## config.mk

```make
export PLATFORM = sky130hd
export DESIGN_NAME = darkbus_arbiter
export DESIGN_NICKNAME = d
export VERILOG_FILES = /design/src/rtl/darkbus_pkg.sv /design/src/rtl/darkbus_rr_pick.sv /design/src/rtl/darkbus_arbiter.sv
export SDC_FILE = /design/constraint.sdc
export NUM_CORES = 1
export LEC_CHECK = 0
export ABC_AREA = 1
export CORE_MARGIN = 5
export CORE_UTILIZATION = 46
export CTS_BUF_LIST = sky130_fd_sc_hd__clkbuf_8
export DETAILED_ROUTE_END_ITERATION = 12
export GPL_TIMING_DRIVEN = 0
export HOLD_SLACK_MARGIN = 0.12
export PLACE_DENSITY_LB_ADDON = 0.05
export SLEW_MARGIN = 0
export SYNTH_ARGS = -nofsm -noshare
export SYNTH_HDL_FRONTEND = slang
export SYNTH_SLANG_ARGS = --single-unit
```

## constraint.sdc

```tcl
create_clock -name CLK -period 2.15 [get_ports CLK]
set_input_delay 0.215 -clock CLK [delete_from_list [all_inputs] [get_ports CLK]]
set_output_delay 0.215 -clock CLK [all_outputs]
set_load 0.005 [all_outputs]
```

## src/rtl/darkbus_pkg.sv

```systemverilog
// rtl/darkbus_pkg.sv - shared types and constants for the darkbus arbiter
package darkbus_pkg;

    typedef enum logic [1:0] {
        ST_IDLE = 2'd0,
        ST_BUSY = 2'd1,
        ST_RESP = 2'd2
    } state_e;

    typedef logic owner_t;

    localparam owner_t OWNER_M0 = 1'b0;
    localparam owner_t OWNER_M1 = 1'b1;

    localparam logic [31:0] DARKBUS_ERRDATA = 32'hDEADBEEF;

    typedef enum logic {
        OP_RD = 1'b0,
        OP_WR = 1'b1
    } op_e;

    // A request with both strobes set is treated as a write.
    function automatic op_e req_op(input logic rd, input logic wr);
        return (wr || !rd) ? OP_WR : OP_RD;
    endfunction

endpackage

```

## src/rtl/darkbus_rr_pick.sv

```systemverilog
// rtl/darkbus_rr_pick.sv - combinational two-way round-robin picker
module darkbus_rr_pick
    import darkbus_pkg::*;
(
    input  logic [1:0] req_i,
    input  logic       last_i,
    output logic       grant_o,
    output logic       valid_o
);

    always_comb begin
        valid_o = |req_i;
        if (&req_i) begin
            grant_o = ~last_i;
        end else begin
            grant_o = req_i[1];
        end
    end

endmodule

```

## src/rtl/darkbus_arbiter.sv

```systemverilog
// rtl/darkbus_arbiter.sv - two-master, one-slave data-bus arbiter/sequencer
module darkbus_arbiter
    import darkbus_pkg::*;
#(
    parameter int unsigned TIMEOUT = 16,
    parameter logic [31:0] ERRDATA = DARKBUS_ERRDATA
) (
    input  logic        CLK,
    input  logic        RES,

    input  logic        M0_RD,
    input  logic        M0_WR,
    input  logic [3:0]  M0_BE,
    input  logic [31:0] M0_ADDR,
    input  logic [31:0] M0_DATAO,
    output logic [31:0] M0_DATAI,
    output logic        M0_ACK,

    input  logic        M1_RD,
    input  logic        M1_WR,
    input  logic [3:0]  M1_BE,
    input  logic [31:0] M1_ADDR,
    input  logic [31:0] M1_DATAO,
    output logic [31:0] M1_DATAI,
    output logic        M1_ACK,

    output logic        S_RD,
    output logic        S_WR,
    output logic [3:0]  S_BE,
    output logic [31:0] S_ADDR,
    output logic [31:0] S_DATAO,
    input  logic [31:0] S_DATAI,
    input  logic        S_ACK,

    output logic        GNT,
    output logic        BUS_ERR
);

    localparam int unsigned CNT_W = (TIMEOUT > 0) ? $clog2(TIMEOUT + 1) : 1;
    localparam logic [CNT_W-1:0] CNT_LAST = CNT_W'(TIMEOUT);

    state_e           state_q, state_d;
    owner_t           owner_q, owner_d;
    owner_t           last_q, last_d;
    logic             s_rd_q, s_rd_d;
    logic             s_wr_q, s_wr_d;
    logic [3:0]       s_be_q, s_be_d;
    logic [31:0]      s_addr_q, s_addr_d;
    logic [31:0]      s_datao_q, s_datao_d;
    logic [31:0]      m0_datai_q, m0_datai_d;
    logic [31:0]      m1_datai_q, m1_datai_d;
    logic             err_q, err_d;
    logic [CNT_W-1:0] cnt_q, cnt_d;

    logic [1:0]  req;
    logic        pick_grant;
    logic        pick_valid;
    op_e         pick_op;
    logic        timeout_hit;
    logic        slave_done;
    logic [31:0] resp_data;

    assign req = {M1_RD | M1_WR, M0_RD | M0_WR};

    darkbus_rr_pick u_pick (
        .req_i   (req),
        .last_i  (last_q),
        .grant_o (pick_grant),
        .valid_o (pick_valid)
    );

    assign pick_op     = pick_grant ? req_op(M1_RD, M1_WR) : req_op(M0_RD, M0_WR);
    assign timeout_hit = (TIMEOUT != 0) && (cnt_q == CNT_LAST);
    // A real acknowledge wins over a timeout that expires in the same cycle.
    assign slave_done  = S_ACK || timeout_hit;
    assign resp_data   = S_ACK ? S_DATAI : ERRDATA;

    always_ff @(posedge CLK) begin
        if (RES) begin
            state_q <= ST_IDLE;
        end else begin
            state_q <= state_d;
        end
    end

    always_comb begin
        state_d = state_q;
        case (state_q)
            ST_IDLE: if (pick_valid) state_d = ST_BUSY;
            ST_BUSY: if (slave_done) state_d = ST_RESP;
            ST_RESP: state_d = ST_IDLE;
            default: state_d = ST_IDLE;
        endcase
    end

    always_comb begin
        M0_ACK  = 1'b0;
        M1_ACK  = 1'b0;
        BUS_ERR = 1'b0;
        if (state_q == ST_RESP) begin
            M0_ACK  = (owner_q == OWNER_M0);
            M1_ACK  = (owner_q == OWNER_M1);
            BUS_ERR = err_q;
        end
    end

    always_comb begin
        owner_d    = owner_q;
        last_d     = last_q;
        s_rd_d     = s_rd_q;
        s_wr_d     = s_wr_q;
        s_be_d     = s_be_q;
        s_addr_d   = s_addr_q;
        s_datao_d  = s_datao_q;
        m0_datai_d = m0_datai_q;
        m1_datai_d = m1_datai_q;
        err_d      = err_q;
        cnt_d      = cnt_q;
        case (state_q)
            ST_IDLE: begin
                if (pick_valid) begin
                    owner_d   = pick_grant;
                    s_rd_d    = (pick_op == OP_RD);
                    s_wr_d    = (pick_op == OP_WR);
                    s_be_d    = pick_grant ? M1_BE    : M0_BE;
                    s_addr_d  = pick_grant ? M1_ADDR  : M0_ADDR;
                    s_datao_d = pick_grant ? M1_DATAO : M0_DATAO;
                    err_d     = 1'b0;
                    cnt_d     = '0;
                end
            end
            ST_BUSY: begin
                if (slave_done) begin
                    s_rd_d = 1'b0;
                    s_wr_d = 1'b0;
                    err_d  = !S_ACK;
                    if (s_rd_q) begin
                        if (owner_q == OWNER_M1) begin
                            m1_datai_d = resp_data;
                        end else begin
                            m0_datai_d = resp_data;
                        end
                    end
                end else if (TIMEOUT != 0) begin
                    cnt_d = cnt_q + CNT_W'(1);
                end
            end
            ST_RESP: begin
                last_d = owner_q;
            end
            default: ;
        endcase
    end

    // Reset leaves M1 as last served so that M0 wins the first tie.
    always_ff @(posedge CLK) begin
        if (RES) begin
            owner_q    <= OWNER_M0;
            last_q     <= OWNER_M1;
            s_rd_q     <= 1'b0;
            s_wr_q     <= 1'b0;
            s_be_q     <= '0;
            s_addr_q   <= '0;
            s_datao_q  <= '0;
            m0_datai_q <= '0;
            m1_datai_q <= '0;
            err_q      <= 1'b0;
            cnt_q      <= '0;
        end else begin
            owner_q    <= owner_d;
            last_q     <= last_d;
            s_rd_q     <= s_rd_d;
            s_wr_q     <= s_wr_d;
            s_be_q     <= s_be_d;
            s_addr_q   <= s_addr_d;
            s_datao_q  <= s_datao_d;
            m0_datai_q <= m0_datai_d;
            m1_datai_q <= m1_datai_d;
            err_q      <= err_d;
            cnt_q      <= cnt_d;
        end
    end

    assign S_RD     = s_rd_q;
    assign S_WR     = s_wr_q;
    assign S_BE     = s_be_q;
    assign S_ADDR   = s_addr_q;
    assign S_DATAO  = s_datao_q;
    assign M0_DATAI = m0_datai_q;
    assign M1_DATAI = m1_datai_q;
    assign GNT      = owner_q;

endmodule

```

# Yosys cells after proc, flatten, opt, wreduce, memory -nomap -nowiden
# Cells that the tools add are included.
[totals]
out_inout_bits = 138
inputBits = 175
wordCells = 65
regBits = 144
[op_classes]
n_reduce_logical = 16
mux = 25
addsub = 1
eq_ne = 6
bitwise_logic = 5
[ops]
columns = ["operator", "count"]
rows = [
  ["two-way mux 32 bit", 3],
  ["two-way mux 1 bit", 12],
  ["two-way mux 5 bit", 2],
  ["case mux 5 bit (2 select lines)", 1],
  ["AND reduction 4 bit", 2],
  ["!= test 2 bit, second input constant", 3],
  ["case mux 1 bit (2 select lines)", 3],
  ["AND reduction 2 bit", 3],
  ["AND reduction 3 bit", 2],
  ["adder 5 x 1 -> 5 bit, second input constant", 1],
  ["== test 5 bit, second input constant", 1],
  ["two-way mux 2 bit", 2],
  ["two-way mux 4 bit", 1],
  ["case mux 2 bit (2 select lines)", 1],
  ["logical NOT 1 bit", 3],
  ["logical OR 1 bit", 3],
  ["inverter 1 bit", 3],
  ["== test 2 x 1 -> 1 bit, second input constant", 1],
  ["== test 2 bit, second input constant", 1],
  ["logical NOT 2 bit", 1],
  ["bitwise OR 1 bit", 2],
  ["nonzero test 2 bit", 1],
  ["OR reduction 2 bit", 1],
]

# Longest topological paths before layout
[depth]
depth_word = 7
ltp_mapped = 11
ltp_nobuf = 11

# Modules after synthesis
# A second synthesis with hierarchy kept.
[unflattened]
cells_unflattened = 996
area_unflattened_um2 = 6695.2
[modules_own_cells]
columns = ["mod", "instances", "seq_area_each_um2", "area_each_um2", "cells_each"]
rows = [
  ["darkbus_arbiter", 1, 2882.8, 6680.2, 993],
  ["darkbus_rr_pick", 1, 0.0, 15.0, 3],
]

# Worst setup path after synthesis
# OpenSTA, ideal clock, no wires.
[synth_path]
path_kind = "register -> register"
from = "register cnt_q[0]"
to = "register m1_datai_q[12], in the netlist M1_DATAI[12]"
path_slack_ns = 0.790
t_arrival_ns = 1.228
required_ns = 2.018
setup_ns = 0.132
path_stages_with_launch = 11
path_cell_list = "dfxtp_1 -> inv_1 -> ha_1 -> nand2_1 -> inv_1 -> nand2_1 -> nand2_2 -> buf_6 -> buf_6 -> nand4_1 -> a21oi_1"
[synth_between]
elab_chain_cells = 3
[synth_lines]
columns = ["item", "line_no", "source"]
rows = [
  ["start, declared", "darkbus_arbiter.sv:53", "logic [CNT_W-1:0] cnt_q, cnt_d;"],
  ["start signal, assigned", "darkbus_arbiter.sv:180", "cnt_q <= cnt_d;"],
  ["== test 5 bit", "darkbus_arbiter.sv:73", "assign timeout_hit = (TIMEOUT != 0) && (cnt_q == CNT_LAST);"],
  ["logical OR 1 bit", "darkbus_arbiter.sv:75", "assign slave_done = S_ACK || timeout_hit;"],
  ["AND reduction 4 bit (no line)", "n/a", ""],
  ["end signal, assigned", "darkbus_arbiter.sv:178", "m1_datai_q <= m1_datai_d;"],
  ["end, declared", "darkbus_arbiter.sv:51", "logic [31:0] m1_datai_q, m1_datai_d;"],
]
# Every way passes these cells.
# A chain may end at the register's enable or synchronous reset.

# Worst setup path after layout
[layout_path]
from = "register owner_q, in the netlist GNT"
to = "output M1_ACK"
[layout_between]
elab_chain_cells = 1
[layout_lines]
columns = ["item", "line_no", "source"]
rows = [
  ["start, declared", "darkbus_arbiter.sv:43", "owner_t owner_q, owner_d;"],
  ["start signal, assigned", "darkbus_arbiter.sv:170", "owner_q <= owner_d;"],
  ["two-way mux 1 bit", "darkbus_arbiter.sv:100", "if (state_q == ST_RESP) begin"],
  ["end, declared", "darkbus_arbiter.sv:25", "output logic M1_ACK,"],
]
# Every way passes these cells.

==> impl_results.md <==
* CTS resizes at 0
* CTS Hold Bufs at 0
* I/O Buffers at 310
* Worst Setup End Kind: primary output
* FP Rows at 44
* DP Wirelength at 18.0 mm
* Ports at roughly 310
* Post-synthesis sequential area ratio at 0.426
* Via count at 7,512
* Bufs and invs on worst path at 2
* CP max stage delay at 0.53 ns
* Setup Fix Bufs, Post-CTS at 0
* Worst hold path cell count at 5
* Slew Limit Fails at 0
* Final setup violation count at 0
* Synth Instances at approximately 1,000
* Layout cell share with drive strength beyond 1 at 0.0816
* First-pass GRT wire length at approximately 37 mm
* Final Skew at a little over 0.007 ns
* Total track usage at 0.261
* CP Depth at 3
* Routed WL per cell at 15.0 um
* Peak supply drop at 0.000354 V
* CTS tree: built
* H-Tree Level Count at 4
* Pwr dens at between 600 and 700 mW/mm^2
* Routed wire length at 23.1 mm
* Vias in the first global route at 7,224
* Setup tns final at 0 ns
* Largest net degree at the start of global routing at 17
* Die height at 131 um
* Hold Path Class: input port to register
* Fin crit share at 0.855
* Maximum buffer depth of the clock tree at 2
* RePlAce Congestion at 0.877
* Worst-margin pin slew at 0.609 ns
* Static Leak at about 4.7 nW
* DRC at 0
* Worst skew pair latency at about 0.45 ns
* Critical path class: register to primary output
* #FFs+latches synth at 144
* Critical path, cell by cell: inv_1, nor2_1, clkdlybuf4s50_1
* FF-to-FF Start: cnt_q[0]
* Final Critical Period at roughly 1.8 ns
* Worst path slowest cell: clkdlybuf4s50_1
* Hold_sp: S_ACK
* Status: completed
* Grt ovf at 0
* Clock sink count at 144
* Core area at around 0.014 mm^2
* Antenna cells at 0
* Synth Warn # at 0
* Critical Path Fanout Max at 5
* Area added between synthesis and finish at 55.0%
* Die ar. at approximately 0.017 mm^2
* CTS root buf: clkbuf_8
* Routed Antenna Nets at 0
* Num CTS Buffers at 17
* Clock transition at the registers of the reported paths at roughly 0.08 ns
* CP startpoint: GNT
* Drt via density at ~4.9
* Req. time, crit path at around 1.9 ns
* Syn Area/Cell at 6.65 um^2
* R2R depth at 10
* Startpoint types: register
* Die Span X at around 130 um
* Final Hold Vio Count at 0
* 1st-iter DRT viols at just over 400
* Initial Utilization at 0.468
* Pre-antenna DRT Iters at 5
* Synth cell types at 24
* Initial antenna violation count at 0
* Hold Slack at roughly 0.23 ns
* Total Nets Final at 1,524
* Worst Path Arrival at between 1.5 and 2 ns
* Max_slew headroom at 0.594
* RSZ-0062 raised after global routing: false
* Cell area after synthesis at approximately 0.0068 mm^2
* Final Non-Filler Cells at ~1,500
* Placed cell count at about 1,500
* Worst path top cell family by delay: buffers and inverters
* Syn Nets at 1,195
* Number of max-cap violations at 0
* F_max at 544 MHz
[cell families after synthesis]
logic type                 count (synthesis)  share of synthesized area
and+or+nand+nor                          622                      0.397
DFF                                      144                      0.426
adders and majority gates                  2                    0.00369
AOI/OAI and AO/OA                         79                     0.0589
buffers and inverters                    171                      0.115
[cells in the mapped netlist]
cell type	n	share of area
nand2_2	3	0.0028
buf_2	37	0.027
nor3b_1	1	0.0011
inv_4	1	0.00092
inv_1	91	0.050
o21ai_0	4	0.0030
clkbuf_1	19	0.011
nand4_1	65	0.060
or2_2	15	0.014
nand3_1	78	0.058
inv_2	3	0.0017
nor2_1	150	0.083
nor2_2	1	0.00092
nand3_2	3	0.0044
a21oi_1	73	0.054
dfxtp_1	144	0.43
buf_4	7	0.0078
ha_1	2	0.0037
or2_1	9	0.0083
o21ai_1	1	0.00074
buf_1	5	0.0028
nand2_1	297	0.16
buf_6	8	0.013
o21ai_2	1	0.0013
[worst register-to-register path: stages, from the launching register on]
cell and delay, ns:
dfxtp_1 0.38, inv_1 0.08, ha_1 0.19, nand2_1 0.06
inv_1 0.03, nand2_1 0.09, nand2_2 0.10, nand3_2 0.14
buf_2 0.23, nand2_1 0.08, a21oi_1 0.15
[through the flow]
| stage | setup slack, ns | total power [mW] | instance area (um^2) | utilization |
|---|---|---|---|---|
| floorplan | 0.790 | 3.94 | 6770 | - |
| global placement | 0.233 | 4.90 | 10100 | 0.698 |
| detailed placement | 0.206 | 4.92 | 10100 | 0.698 |
| CTS | 0.271 | 7.04 | 10500 | 0.725 |
| global route | 0.224 | 7.36 | 10500 | 0.725 |
| finish | 0.312 | 6.99 | 10500 | 0.725 |
[flip-flops by register name (all words and copies together), names as in the netlist]
signal and count:
M0_DATAI 32, M1_DATAI 32, S_ADDR 32, S_DATAO 32, cnt_q 5, S_BE 4, state_q 2, GNT 1
S_RD 1, S_WR 1, err_q 1, last_q 1
[routing by layer]
layer / vias to the layer above / share of wire / track usage / routed length, um
li1: 3865 / - / - / -
met1: 3297 / 0.40 / 0.297 / 9190
met2: 302 / 0.49 / 0.458 / 11200
met3: 48 / 0.084 / 0.0810 / 1930
met4: 0 / 0.031 / 0.0966 / 723
met5: - / 0 / 0 / 0
[layout make-up]
cell class / count / area [um^2]
Clock buffer: 18 / 248
Fill cell: 1248 / 3980
Inverter: 95 / 359
Tap cell: 184 / 230
Timing Repair Buffer: 310 / 3100
Clock inverter: 14 / 143
Multi-Input combinational cell: 703 / 3110
Sequential cell: 144 / 2880
Buffer: 76 / 418
[where the power goes]
part	total, mW	switching [mW]	internal, mW	leakage (nW)
clock	2.13	1.07	1.05	0.194
combinational	1.88	0.925	0.960	3.31
sequential	2.98	0.110	2.87	1.18
[worst paths after layout]
path | endpoint | slack (ns)
setup / recovery | M1_ACK | 0.31
hold / removal | M1_DATAI[17] | 0.23
setup reg to reg | M0_DATAI[12] | 0.56
hold reg to reg | M0_DATAI[31] | 0.46
[layout by cell type (no fill, tap or decap), types with 9 or more instances in the layout]
cell,netlist,layout
clkbuf_1,19,19
nand3_1,78,78
nand2_1,297,297
or2_2,15,15
clkbuf_8,0,18
dfxtp_1,144,144
nand4_1,65,65
or2_1,9,9
clkdlybuf4s50_1,0,310
nor2_1,150,150
inv_1,91,91
buf_2,37,37
a21oi_1,73,73
No activity file was read; power rests on OpenSTA's default activity.
